File: config.mk
export PLATFORM = sky130hd
export DESIGN_NAME = vend_ctrl_multi
export DESIGN_NICKNAME = d
export VERILOG_FILES = /design/src/rtl/vend_ctrl_multi.sv
export SDC_FILE = /design/constraint.sdc
export NUM_CORES = 1
export LEC_CHECK = 0
export CAP_MARGIN = 0
export CORE_MARGIN = 1.5
export CORE_UTILIZATION = 54
export CTS_BUF_LIST = sky130_fd_sc_hd__clkbuf_2
export DETAILED_ROUTE_END_ITERATION = 7
export HOLD_SLACK_MARGIN = 0.12
export PLACE_DENSITY = 0.78
export SYNTH_ARGS = -nofsm -noshare
export SYNTH_HDL_FRONTEND = slang
export SYNTH_SLANG_ARGS = --single-unit
File: constraint.sdc
create_clock -name CLK -period 3.3 [get_ports CLK]
set_input_delay 0.66 -clock CLK [delete_from_list [all_inputs] [get_ports CLK]]
set_output_delay 0.66 -clock CLK [all_outputs]
set_load 0.05 [all_outputs]
File: src/rtl/vend_ctrl_multi.sv
// Multi-product vending controller: counts one credit per coin press, sells one of
// four products, returns change greedily. Latency: 1 cycle from input edge to
// registered outputs. Change is paid one coin per cycle with no backpressure.
//
// Ports:
//   CLK, RST_N          clock, asynchronous active-low reset
//   Enable              machine power/enable level
//   Coin[3:0]           {100c, 50c, 10c, 5c} debounced levels
//   Select[1:0], Buy    product index and purchase request level
//   Cancel              refund request level
//   Deliver, Product    one-cycle dispense pulse and the product it dispenses
//   Money               current credit in cents
//   ChangeCoin[3:0]     one-hot change pulse, same bit order as Coin
//   Reject              one-cycle pulse when a coin press is discarded
//   Busy                high while vending or paying out change
module vend_ctrl_multi #(
    parameter int CREDIT_W = 8,
    parameter int PRICE0   = 125,
    parameter int PRICE1   = 100,
    parameter int PRICE2   = 75,
    parameter int PRICE3   = 150,
    parameter int TIMEOUT  = 1000
) (
    input  logic                CLK,
    input  logic                RST_N,
    input  logic                Enable,
    input  logic [3:0]          Coin,
    input  logic [1:0]          Select,
    input  logic                Buy,
    input  logic                Cancel,
    output logic                Deliver,
    output logic [1:0]          Product,
    output logic [CREDIT_W-1:0] Money,
    output logic [3:0]          ChangeCoin,
    output logic                Reject,
    output logic                Busy
);

    typedef enum logic [2:0] {
        S_OFF,
        S_READY,
        S_PAYING,
        S_VEND,
        S_CHANGE
    } state_t;

    localparam int MAX_CREDIT = (1 << CREDIT_W) - 1;
    localparam int IDLE_W     = $clog2(TIMEOUT);

    state_t              state;
    logic [CREDIT_W-1:0] credit;
    logic [IDLE_W-1:0]   idle;
    logic [3:0]          coin_q;
    logic                buy_q;
    logic                cancel_q;

    logic                coin_edge;
    logic                buy_edge;
    logic                cancel_edge;
    logic [6:0]          coin_val;
    logic [31:0]         coin_sum;
    logic                coin_ok;
    logic [31:0]         price_sel;
    logic                can_buy;
    logic [CREDIT_W-1:0] buy_rem;
    logic [3:0]          chg_coin;
    logic [31:0]         chg_val;
    logic [CREDIT_W-1:0] chg_rem;
    logic                timed_out;
    state_t              done_state;

    assign coin_edge   = (Coin != 4'b0000) && (coin_q == 4'b0000);
    assign buy_edge    = Buy && !buy_q;
    assign cancel_edge = Cancel && !cancel_q;
    assign timed_out   = (idle == IDLE_W'(TIMEOUT - 1));
    assign done_state  = Enable ? S_READY : S_OFF;
    assign Money       = credit;

    always_comb begin
        coin_val = 7'd0;
        case (Coin)
            4'b1000: coin_val = 7'd100;
            4'b0100: coin_val = 7'd50;
            4'b0010: coin_val = 7'd10;
            4'b0001: coin_val = 7'd5;
            default: coin_val = 7'd0;
        endcase
    end

    // 32-bit arithmetic so overflow and over-range prices compare correctly for any CREDIT_W.
    assign coin_sum = 32'(credit) + 32'(coin_val);
    assign coin_ok  = $onehot(Coin) && (coin_sum <= 32'(MAX_CREDIT));

    always_comb begin
        price_sel = 32'(PRICE0);
        case (Select)
            2'd0: price_sel = 32'(PRICE0);
            2'd1: price_sel = 32'(PRICE1);
            2'd2: price_sel = 32'(PRICE2);
            2'd3: price_sel = 32'(PRICE3);
            default: price_sel = 32'(PRICE0);
        endcase
    end

    assign can_buy = 32'(credit) >= price_sel;
    assign buy_rem = CREDIT_W'(32'(credit) - price_sel);

    // Greedy change step; a residue below the smallest coin is dropped.
    always_comb begin
        chg_coin = 4'b0000;
        chg_val  = 32'd0;
        if (32'(credit) >= 32'd100) begin
            chg_coin = 4'b1000;
            chg_val  = 32'd100;
        end else if (32'(credit) >= 32'd50) begin
            chg_coin = 4'b0100;
            chg_val  = 32'd50;
        end else if (32'(credit) >= 32'd10) begin
            chg_coin = 4'b0010;
            chg_val  = 32'd10;
        end else if (32'(credit) >= 32'd5) begin
            chg_coin = 4'b0001;
            chg_val  = 32'd5;
        end
    end

    assign chg_rem = (chg_val == 32'd0) ? '0 : CREDIT_W'(32'(credit) - chg_val);

    always_ff @(posedge CLK or negedge RST_N) begin
        if (!RST_N) begin
            state      <= S_OFF;
            credit     <= '0;
            idle       <= '0;
            coin_q     <= 4'b0000;
            buy_q      <= 1'b0;
            cancel_q   <= 1'b0;
            Deliver    <= 1'b0;
            Product    <= 2'd0;
            ChangeCoin <= 4'b0000;
            Reject     <= 1'b0;
            Busy       <= 1'b0;
        end else begin
            coin_q     <= Coin;
            buy_q      <= Buy;
            cancel_q   <= Cancel;
            Deliver    <= 1'b0;
            ChangeCoin <= 4'b0000;
            Reject     <= 1'b0;
            case (state)
                S_OFF: begin
                    Reject <= coin_edge;
                    if (Enable) state <= S_READY;
                end
                S_READY: begin
                    if (!Enable) begin
                        Reject <= coin_edge;
                        state  <= S_OFF;
                    end else if (coin_edge) begin
                        if (coin_ok) begin
                            credit <= coin_sum[CREDIT_W-1:0];
                            idle   <= '0;
                            state  <= S_PAYING;
                        end else begin
                            Reject <= 1'b1;
                        end
                    end
                end
                S_PAYING: begin
                    // Priority: power loss, cancel, affordable buy, timeout, coin.
                    // Any coin press losing to a higher event is rejected.
                    if (!Enable || cancel_edge) begin
                        Reject <= coin_edge;
                        state  <= S_CHANGE;
                        Busy   <= 1'b1;
                    end else if (buy_edge && can_buy) begin
                        Reject  <= coin_edge;
                        credit  <= buy_rem;
                        Product <= Select;
                        Deliver <= 1'b1;
                        state   <= S_VEND;
                        Busy    <= 1'b1;
                    end else if (timed_out) begin
                        Reject <= coin_edge;
                        state  <= S_CHANGE;
                        Busy   <= 1'b1;
                    end else if (coin_edge && coin_ok) begin
                        credit <= coin_sum[CREDIT_W-1:0];
                        idle   <= '0;
                    end else begin
                        Reject <= coin_edge;
                        idle   <= idle + IDLE_W'(1);
                    end
                end
                S_VEND: begin
                    // The first change coin goes out in the cycle right after the dispense pulse.
                    Reject <= coin_edge;
                    if (credit != '0) begin
                        ChangeCoin <= chg_coin;
                        credit     <= chg_rem;
                        if (chg_rem != '0) begin
                            state <= S_CHANGE;
                        end else begin
                            state <= done_state;
                            Busy  <= 1'b0;
                        end
                    end else begin
                        state <= done_state;
                        Busy  <= 1'b0;
                    end
                end
                S_CHANGE: begin
                    Reject     <= coin_edge;
                    ChangeCoin <= chg_coin;
                    credit     <= chg_rem;
                    if (chg_rem == '0) begin
                        state <= done_state;
                        Busy  <= 1'b0;
                    end
                end
                default: begin
                    state <= S_OFF;
                    Busy  <= 1'b0;
                end
            endcase
        end
    end

endmodule

# Word-level counts from Yosys, hierarchy flattened
# Cells that the tools add are included.
dict set report op_classes {
  add_sub_neg 7
  order_cmp 6
  eq_ne 28
  muxes 60
  bitwise_logic 2
  n_reduce_logical 27
}
# operator n
set ops {}
lappend ops {{$pmux 32 s4} 1}
lappend ops {{$mux 8} 9}
lappend ops {{$mux 10} 7}
lappend ops {{$mux 3} 12}
lappend ops {{$ge 8x32->1} 1}
lappend ops {{$logic_not 32->1} 1}
lappend ops {{$pmux 8 s4} 1}
lappend ops {{$pmux 7 s4} 1}
lappend ops {{$pmux 10 s2} 1}
lappend ops {{$mux 1} 18}
lappend ops {{$ne 2x2->1 const B} 9}
lappend ops {{$reduce_bool 8->1} 2}
lappend ops {{$sub 8x8->8} 2}
lappend ops {{$ne 3x3->1 const B} 5}
lappend ops {{$pmux 3 s5} 1}
lappend ops {{$mux 4} 3}
lappend ops {{$add 10x1->10 const B} 1}
lappend ops {{$eq 10x10->1 const B} 1}
lappend ops {{$add 8x7->9} 1}
lappend ops {{$le 9x8->1 const B} 1}
lappend ops {{$ge 8x3->1 const B} 1}
lappend ops {{$ge 8x4->1 const B} 1}
lappend ops {{$ge 8x6->1 const B} 1}
lappend ops {{$ge 8x7->1 const B} 1}
lappend ops {{35 further kinds} 48}
dict set report totals {
  ff_bits 36
}

# Depth between registers and ports, before layout
dict set report depth {
  word_depth 11
  depth_mapped 14
  ltp_nobuf 14
}

# Worst setup path before layout
# OpenSTA, ideal clock, no wires.
dict set report synth_path {
  path_type {flip-flop to flip-flop}
  from {register credit[6] (netlist: Money[6])}
  to {register Busy}
  setup_time_ps 120
  arrival_ps 3359
  required_ps 3180
  slack_ps -179
  path_stages_with_launch 13
  period_less_slack_ps 3479
  path_cell_list {dfrtp_1 or4_1 nor2_1 ha_1 inv_1 fa_1 a211oi_1 nor2_1 xnor2_1 o2111ai_1 a211oi_1 o211ai_1 a31o_2}
}
dict set report synth_between {
  elab_chain_cells 10
  elab_cells_between_ends 24
  cone_classes {1 x add/sub; 5 x order compare; 3 x eq/ne; 9 x mux; 6 x reduce/logical}
}
# element line
set synth_rtl {}
lappend synth_rtl {{start: declaration} 51} ;# logic [CREDIT_W-1:0] credit;
lappend synth_rtl {{start signal: assignment} 160} ;# credit <= coin_sum[CREDIT_W-1:0];
lappend synth_rtl {{start signal: assignment} 177} ;# credit <= buy_rem;
lappend synth_rtl {{start signal: assignment} 187} ;# credit <= coin_sum[CREDIT_W-1:0];
lappend synth_rtl {{$ge 8x3->1} 121} ;# end else if (32'(credit) >= 32'd5) begin
lappend synth_rtl {{$mux 3} 121}
lappend synth_rtl {{$mux 4} 118} ;# end else if (32'(credit) >= 32'd10) begin
lappend synth_rtl {{$mux 6} 115} ;# end else if (32'(credit) >= 32'd50) begin
lappend synth_rtl {{$mux 7} 112} ;# if (32'(credit) >= 32'd100) begin
lappend synth_rtl {{$sub 8x8->8 / $logic_not 32->1 (equally long branches)} 127} ;# assign chg_rem = (chg_val == 32'd0) ? '0 : CREDIT_W'(32'(credit) - chg_val);
lappend synth_rtl {{$mux 8} 127}
lappend synth_rtl {{$reduce_bool 8->1 / $logic_not 8->1 (equally long branches)} {200, 215}}
lappend synth_rtl {{$ne 3x3->1 (no line) / $ne 2x2->1 (equally long branches)} --}
lappend synth_rtl {{$reduce_and 4->1 (no line)} --}
lappend synth_rtl {{end signal: assignment} 141} ;# Busy <= 1'b0;
lappend synth_rtl {{end signal: assignment} 204} ;# Busy <= 1'b0;
lappend synth_rtl {{end signal: assignment} 208} ;# Busy <= 1'b0;
lappend synth_rtl {{end: declaration} 36} ;# output logic Busy
# Several ways; a longest one is shown, not always the timed one.
# A chain may end at the register's enable or synchronous reset.

# Worst setup path in the final report
dict set report layout_path {
  from {register credit[3] (netlist: Money[3])}
  to {register Busy}
}
# The elaborated chain is that of the path after synthesis.

==> results.sh <==
export IMPL_status="finished with violations"
export IMPL_violations="negative setup slack"
export IMPL_groute_usage_overall_pct=29.1
export IMPL_synth_top_area_share_pct=28.7
export IMPL_synth_xor_area_share_pct=3.90
export IMPL_fin_cells=549
export IMPL_overflow=0
export IMPL_yosys_warnings=0
export IMPL_grt_antenna_before_repair=0
export IMPL_p_leak_uw=0.00205
export IMPL_synth_top_family_by_area="compound AO/OA/AOI/OAI gates"
export IMPL_worstPathCellList="or3_1 -> a31oi_2 -> buf_4 -> nor2b_1 -> ha_1 -> buf_4 -> nand2_1 -> o21ai_1 -> xnor2_1 -> o2111ai_2 -> a211oi_2 -> o211ai_1 -> a31o_2"
export IMPL_cts_max_level=2
export IMPL_yosysSeqAreaShare_pct=28.7
export IMPL_io_buffers=27
export IMPL_hold_violations=0
export IMPL_sw_frac_of_total_pct=48.5
export IMPL_clkSinkCount=36
export IMPL_gp_congestion=0.932
export IMPL_fin_crit_ns=3.32
export IMPL_holdBufCountCts=0
export IMPL_n_antenna_cell=0
export IMPL_worstPathArrival_ns=3.64
export IMPL_async_flop_share_pct=100
export IMPL_dieArea_um2=6290
export IMPL_synth_cell_types=62
export IMPL_first_pass_iters=5
export IMPL_synth_avg_cell_area_um2=8.59
export IMPL_die_x_um=79.3
export IMPL_cp_slowest_cell="dfrtp_2"
export IMPL_cp_num_buf_inv=2
export IMPL_fin_skew_ns=0.0250
export IMPL_endpoint_kind="flop"
export IMPL_routed_via_count=3386
export IMPL_synthTopCellsByArea="dfrtp_1 29%, ha_1 12%, o21ai_0 5.1%, nand2_1 4.4%, a21oi_1 4.0%"
export IMPL_n_fill_cell=385
export IMPL_clk_pin_slew_ns=0.22
export IMPL_placed_cells=526
export IMPL_cts_root_buf="clkbuf_2"
export IMPL_fp_row_count=27
export IMPL_powerDensity_nw_per_um2=871
export IMPL_synth_edf_count=0
export IMPL_start_util_pct=56.4
export IMPL_drt_iter0_drc=302
export IMPL_finalSetupTns_ns=-0.0232
export IMPL_min_period_over_period_pct=100
export IMPL_grt_pass1_vias=3107
export IMPL_drtAntennaViolNets=0
export IMPL_synth_fp_nets=412
export IMPL_yosysMostFrequentCell="nand2_1"
export IMPL_cp_common_cell="buf_4"
export IMPL_syn_area_um2=3140
export IMPL_ioPinCount=28
export IMPL_grt_max_degree=37
export IMPL_cts_tree="yes"
export IMPL_drv_cap=0
export IMPL_synth_simple_gate_area_share_pct=22.5
export IMPL_layout_setup_ws_ns=-0.0159
export IMPL_max_slew_margin_rel_pct=44.9
export IMPL_die_y_um=79.3
export IMPL_synth_commonest_cells="37 x nand2_1, 36 x dfrtp_1, 32 x o21ai_0, 31 x ha_1, 28 x nor2_1"
export IMPL_grt_first_pass_wirelength_mm=14.2
export IMPL_via_per_inst=6.17
export IMPL_synthCells=366
export IMPL_slew_violations=0
export IMPL_drc=0
export IMPL_multi_input_area_um2=2350
export IMPL_hpwl_mm=6.57
export IMPL_path_class="reg2reg"
export IMPL_power_internal_uw=1960
export IMPL_holdCritPathClass="in2async"
export IMPL_fin_nets=522
export IMPL_cp_start_kind="flop"
export IMPL_tightestPinTransition_ns=0.827
export IMPL_ys_ff_latch=36
export IMPL_core_area_um2=5570
export IMPL_cts_buffers=5
export IMPL_wl_mm=9.96
export IMPL_synth_area_mux_share_pct=2.87
export IMPL_drive_gt1_share_pct=33.5
export IMPL_power_frac_clock_pct=5.8
export IMPL_wl_per_cell_um=18.1
export IMPL_seqPwrFrac_pct=15.6
export IMPL_setup_viol_count_final=2
export IMPL_synth_ff_type="dfrtp_1"
export IMPL_power_frac_comb_pct=78.6
export IMPL_critPathTopFamily="compound AO/OA/AOI/OAI gates"
export IMPL_switching_power_uw=1840
export IMPL_synth_top_area_cell="dfrtp_1"
export IMPL_synth_compound_area_share_pct=23.3
export IMPL_synth_fa_ha_area_share_pct=14.9
export IMPL_peakVddDrop_v=0.000613
export IMPL_critPathRequiredTime_ns=3.62
export IMPL_regArea_um2=910
export IMPL_cp_max_fo=4
export IMPL_insertion_delay_ns=0.41
export IMPL_syn2layout_area_growth_pct=38.9
export IMPL_cts_buffer_depth=2
export IMPL_fmax_mhz=302
export IMPL_critPathMaxStageDelay_ns=0.48
==> power groups by stage <==
stage                     combinational [uW]  sequential (uW)  clock [uW]
after floorplan                         1260              794           0
after global placement                  2340              580           0
after detailed placement                2420              582           0
after CTS                               2560              573         222
after global routing                    3130              597         243
final                                   2990              593         222
==> cells by family (layout without fill, tap and decap cells) <==
group	after synthesis	after routing
compound gates	110	111
fa+ha+maj	35	35
simple gates	135	135
mux	8	8
xor+xnor	14	14
buf+inv	28	138
flops	36	36
==> path summary, 6_finish.rpt <==
check                           slack (ns)            startpoint                   end  cells after the start
worst max-delay path                 -0.02  Money[3]$_DFFE_PN0P_      Busy$_DFFE_PN0P_                     13
worst min-delay path                  0.31                 RST_N  state[1]$_DFFE_PN0P_                      1
worst max register to register       -0.02  Money[3]$_DFFE_PN0P_      Busy$_DFFE_PN0P_                     13
worst min register to register        0.50   idle[9]$_DFFE_PN0P_   idle[9]$_DFFE_PN0P_                      1
max in group asynchronous             2.39                 RST_N  Money[1]$_DFFE_PN0P_                      1
min in group CLK                      0.50   idle[9]$_DFFE_PN0P_   idle[9]$_DFFE_PN0P_                      1
==> metrics by stage <==
stage / utilization, % / total power, uW / setup slack [ns] / area [um^2] / hold slack (ns)
3_3_place_gp: 71.5 / 2920 / -0.492 / 3980 / 0.456
5_1_grt: 78.3 / 3970 / -0.159 / 4370 / 0.352
3_5_place_dp: 71.5 / 3000 / -0.722 / 3980 / 0.469
4_1_cts: 74.6 / 3350 / 0.00198 / 4160 / 0.332
6_report: 78.3 / 3800 / -0.0159 / 4370 / 0.315
2_1_floorplan: - / 2050 / 0.00214 / 3160 / 0.364
==> final cells by class <==
| class | instances | area share (%) |
|---|---|---|
| Clock buffer | 5 | 0.573 |
| Clock inverter | 3 | 0.430 |
| Inverter | 21 | 1.81 |
| Multi-Input combinational cell | 303 | 53.8 |
| Sequential cell | 36 | 20.8 |
| Tap cell | 72 | 2.06 |
| Timing Repair Buffer | 109 | 20.5 |
==> repair_timing <==
item                       CTS  global route
resized for setup           24            36
gates cloned                 1             0
setup buffers                4            10
setup endpoints to repair   21            21
pin swaps                    8            16
==> placed cells by master (no fill, tap or decap), types with 12 or more instances in the layout <==
| master | n |
|---|---|
| inv_1 | 17 |
| clkdlybuf4s50_1 | 22 |
| ha_1 | 27 |
| dfrtp_1 | 29 |
| nand2_1 | 36 |
| nand2b_1 | 12 |
| nor2_1 | 25 |
| a21oi_1 | 19 |
| o21ai_0 | 28 |
| buf_4 | 80 |
==> sequential cells by signal, indices dropped and copies added (netlist names), 2 cells and up <==
| register | count |
|---|---|
| idle | 10 |
| Money | 8 |
| coin_q | 4 |
| Product | 2 |
| state | 3 |
| ChangeCoin | 4 |
==> routing by layer <==
layer,GRT usage (%),up-vias,share of wire (%)
met5,0,-,0
met4,9.12,0,3.3
met3,4.37,40,7.9
li1,-,1546,-
met1,36.3,1618,40
met2,51.4,182,49
(Power assumes the default switching activity.)
==> RTL change 1, RTL diff (same flow settings) <==
Register the output `Money` once more, with the module's reset; this adds one clock of latency there. The other outputs are not delayed to match.
--- a/src/rtl/vend_ctrl_multi.sv
+++ b/src/rtl/vend_ctrl_multi.sv
@@ -75,5 +75,11 @@
     assign timed_out   = (idle == IDLE_W'(TIMEOUT - 1));
     assign done_state  = Enable ? S_READY : S_OFF;
-    assign Money       = credit;
+    always_ff @(posedge CLK or negedge RST_N) begin
+        if (!RST_N) begin
+            Money <= '0;
+        end else begin
+            Money <= credit;
+        end
+    end
 
     always_comb begin
Check against the original RTL: not equivalent (Yosys sat finds a counterexample within 4 cycles, from zero or initial values and one cycle with RST_N low).
==> RTL change 1 against the original RTL <==
- the run still ends with negative setup slack left
- count of clock-buffer cells in the layout did not move
- design area rose by 14%
- sequential cell count up 8
- setup slack got worse by 200 ps
- synthesized cell count up 3.0%
- synthesized area grew 10%
- non-clock buffer count up 23
- routed wire length grew 2.0%
- total power is 37% higher
==> RTL change 1: results (changes against the original RTL) <==
| Metric | Value |
|---|---|
| Status | finished, violations left |
| Violations in the final reports | negative setup slack |
| Vias in the first global route | 3401 (+9.5%) |
| Synthesized flop and latch total | 44 (+22%) |
| Met3 wire len | 503 um (-36%) |
| Clock slew at reported path FFs | 260 ps (+40 ps) |
| Hold WS | 338 ps (+23.4 ps) |
| Non-clk bufs | 132 (+21%) |
| NonClk Buf Share | 0.216 (+0.0108) |
| Chip width | 83.1 um (+4.8%) |
| Multi-input gate share of total cell area | 0.507 (-0.0310) |
| Post-DP Area | 4530 um^2 (+14%) |
| Tot GR Track Use | 0.273 (-0.0177) |
| Post-synthesis xor/xnor area fraction | 0.0253 (-0.0137) |
| Final Non-Filler Cells | 586 (+6.7%) |
| Synth area leaders | dfrtp_1 (32%), ha_1 (11%), o21ai_0 (3.5%), inv_1 (3.4%), nor2_1 (3.1%) |
| NetSw | 2380 uW (+29%) |
| Global Route met3 Usage | 0.0338 (-0.00988) |
| Final setup fails | 4 (+2) |
| FILL cells | 381 (-1.0%) |
| Number of multi-input logic gates | 294 (-3.0%) |
| CP max FO | 3 (-1) |
| Slew margin rel. | 0.372 (-0.0770) |
| Setup Skew | 34.5 ps (+9.48 ps) |
| Met1 GRT Util | 0.336 (-0.0268) |
| Final WS setup | -212 ps (-196 ps) |
| Logic pwr share | 0.783 (-0.003) |
| Post-CTS setup buffer count | 9 (+5) |
| CP max stage delay | 540 ps (+60 ps) |
| First drt pass iteration count | 4 (-1) |
| Met1 wire length | 4.18 mm (+5.3%) |
| Met2 wire length | 5.21 mm (+6.8%) |
| CTS resizes | 22 (-8.3%) |
| Pin count of the biggest net entering global routing | 45 (+22%) |
| Share of cells above drive strength 1 | 0.377 (+0.0418) |
| WL per Instance | 17.3 um (-4.4%) |
| Seq area share | 0.221 (+0.0127) |
| Post-Synth Adder-Cell Area | 0.135 (-0.0138) |
| Arrival time at the worst endpoint | 3850 ps (+210 ps) |
| Place WS | -657 ps (+64.9 ps) |
| GPL Wtd Cong | 0.894 (-4.1%) |
RTL change 1: cell types whose count changed after synthesis, sizes merged, moves of 4 or more:
cell / unedited run / this run
inv: 21 / 31
and2: 8 / 2
o21a: 5 / 10
a21o: 9 / 4
dfrtp: 36 / 44
a21oi: 26 / 16
nand2: 37 / 27
o31ai: 0 / 4
o21ai: 35 / 26
nor3: 10 / 14
nand2b: 13 / 9
nand3b: 2 / 6
RTL change 1: cell families (layout without fill, tap and decap cells):
group	Yosys count	in the layout
AOI/OAI and AO/OA	105	105
and+or+nand+nor	132	132
xor gates and xnor gates	10	10
adders and majority gates	35	35
DFF	44	44
muxes	12	12
buffers and inverters	39	171
RTL change 1: final timing paths:
kind | from | to | cells past startpoint
worst max-delay path | credit[7] | Busy | 14
max in group asynchronous | RST_N | credit[2] | 1
worst min register to register | credit[0] | Money[0] | 1
min in group CLK | credit[0] | Money[0] | 1
worst max register to register | credit[7] | Busy | 14
worst min-delay path | RST_N | idle[6] | 1
==> RTL change 2, RTL diff (config.mk and constraints unchanged) <==
Without the edit above. `TIMEOUT`: 1000 -> 250.
--- a/src/rtl/vend_ctrl_multi.sv
+++ b/src/rtl/vend_ctrl_multi.sv
@@ -20,5 +20,5 @@
     parameter int PRICE2   = 75,
     parameter int PRICE3   = 150,
-    parameter int TIMEOUT  = 1000
+    parameter int TIMEOUT  = 250
 ) (
     input  logic                CLK,
Function: no difference found for any inputs over 4 cycles, from zero or initial values and one cycle with RST_N low; that may be too few to reach the edited logic, so the function may still have changed.
==> RTL change 2 against the original RTL <==
- design area decreased by 0.57%
- synthesized cell count up 4.1%
- first-iteration DRC count down 35%
- total power grew 2.4%
- clock skew is 1.3 ps lower
- routed wire length shrank 1.2%
- synthesized area grew 1.2%
- count of clock-buffer cells in the layout up 1
- setup slack improved by 46 ps
- utilization shrank 0.92 points
- hold slack gained 11 ps
- sequential cell count fell by 2
- largest cell class unchanged
- largest power group unchanged
- highest routed layer unchanged
==> RTL change 2: results (changes against the original RTL) <==
| Metric | Value |
|---|---|
| Status | finished clean |
| Met1 GRT Util | 0.394 (+0.0315) |
| YS warnings | 0 (unchanged) |
| R2r endpoint | state[2] |
| Worst R2R Path Depth | 12 (-1) |
| Capture point of the critical path | idle[7] |
| Tot GR Track Use | 0.317 (+0.0259) |
| Worst skew pair latency | 380 ps (-30 ps) |
| Worst VDD drop | 0.650 mV (+6.1%) |
| Routing usage on met2 | 0.537 (+0.0236) |
| Worst Setup SP | Coin[0] |
| Met3 wire len | 663 um (-16%) |
| Commonest cells in the netlist | nor2_1 (39), dfrtp_1 (34), ha_1 (32), o21ai_0 (30), nand2_1 (29) |
| Place WS | -792 ps (-70.1 ps) |
| Met2 wire length | 4.81 mm (-1.4%) |
| R2r startpoint | Money[1] |
| DRT Wirelength | 9.84 mm (-1.2%) |
| Setup Skew | 23.8 ps (-1.28 ps) |
| H-tree depth | 2 (unchanged) |
| Nets@finish | 537 (+2.9%) |
| Vias in the first global route | 3247 (+4.5%) |
| Post-DP Area | 4060 um^2 (+1.8%) |
| Global Route met3 Usage | 0.0480 (+0.00432) |
| Clock slew at reported path FFs | roughly 210 ps |
| Synth area leaders | dfrtp_1 (27%), ha_1 (13%), o21ai_0 (4.7%), nor2_1 (4.6%), nand2_1 (3.4%) |
| Initial antenna violation count | 0 (unchanged) |
| Worst hold path class | in -> async |
| DP HPWL | 7.18 mm (+9.2%) |
| Slew margin rel. | 0.458 (+0.00975) |
| Pin count of the biggest net entering global routing | 35 (-5.4%) |
| Internal power | 2010 uW (+2.8%) |
| First drt pass iteration count | 8 (+3) |
| Syn_nets | 428 (+3.9%) |
| GPL Wtd Cong | 0.958 (+2.8%) |
| Root Driver | clkbuf_2 |
| CP max FO | 9 (+5) |
| # diodes | 0 (unchanged) |
| R2R Setup Slk | 110 ps (+130 ps) |
| DR iter-0 viols | 195 (-35%) |
| Clock period minus final worst setup slack | 3270 ps (-46.4 ps) |
| Static Leak | 0.00200 uW (-2.2%) |
| Synth cell types | 65 (+4.8%) |
| Post-synthesis sequential area ratio | 0.267 (-0.0192) |
| Via count | 3427 (+1.2%) |
| Share of cells above drive strength 1 | 0.301 (-0.0340) |
| Hold WS | 326 ps (+10.8 ps) |
| IO Port Bufs | 27 (unchanged) |
| Arrival time at the worst endpoint | 3540 ps (-100 ps) |
| Met1 wire length | 4.06 mm (+2.4%) |
| First-pass GRT wire length | 15.5 mm (+9.2%) |
| FILL cells | 414 (+7.5%) |
| Predominant post-synthesis flop cell | dfrtp_1 |
| Async set-reset flop share out of synthesis | 1.00 (unchanged) |
[RTL change 2: cell count changes after synthesis, sizes merged, moves of 5 or more]
cell	change
inv	+5
o211ai	+5
o31ai	+5
nand2	-7
a21oi	-9
nor2	+11
[RTL change 2: what timing repair did]
action	4_1_cts	5_1_grt
hold buffers	0	0
setup endpoints to repair	16	19
pin swaps	10	14
setup buffers	7	4
gates resized for setup	24	26
[RTL change 2: cell type report]
type,count,area (um^2),share of cell area
clock buffer,6,30.0,0.00692
clock inverter,2,33.8,0.00778
inverter,26,97.6,0.0225
multi-input combinational,313,2350,0.542
sequential,34,853,0.197
tap,72,90.1,0.0207
timing repair buffer,110,882,0.203
[RTL change 2: stage by stage]
stage / cells / TNS [ps]
2_1_floorplan: 381 / 0
3_3_place_gp: 544 / -10480
3_5_place_dp: 544 / -12820
4_1_cts: 559 / 0
5_1_grt: 563 / -26.5
6_report: 563 / 0
[RTL change 2: critical path, cell delays in order]
cell and delay, ps:
clkdlybuf4s15_1 220, inv_2 70, fa_1 540, inv_1 40, ha_1 180, ha_1 270
or3b_4 450, buf_4 160, nor4_1 280, o21ai_1 120, buf_4 190, o21ai_0 240
o41ai_1 120
[RTL change 2: logic make-up (layout without fill, tap and decap cells)]
kind of cell	count (synthesis)	after routing	share of synthesized area
compound gates	109	109	0.233
buf+inv	34	144	0.0448
simple gates	146	146	0.235
flops	34	34	0.267
xor+xnor	14	14	0.0385
fa+ha+maj	36	36	0.151
mux	8	8	0.0307
[RTL change 2: power groups by stage]
| stage | Combinational [uW] | Clock, uW | Sequential (uW) |
|---|---|---|---|
| after floorplan | 1600 | 0 | 720 |
| after global placement | 2660 | 0 | 539 |
| after detailed placement | 2730 | 0 | 542 |
| after CTS | 2800 | 287 | 535 |
| after global routing | 3280 | 301 | 545 |
| final | 3070 | 285 | 540 |
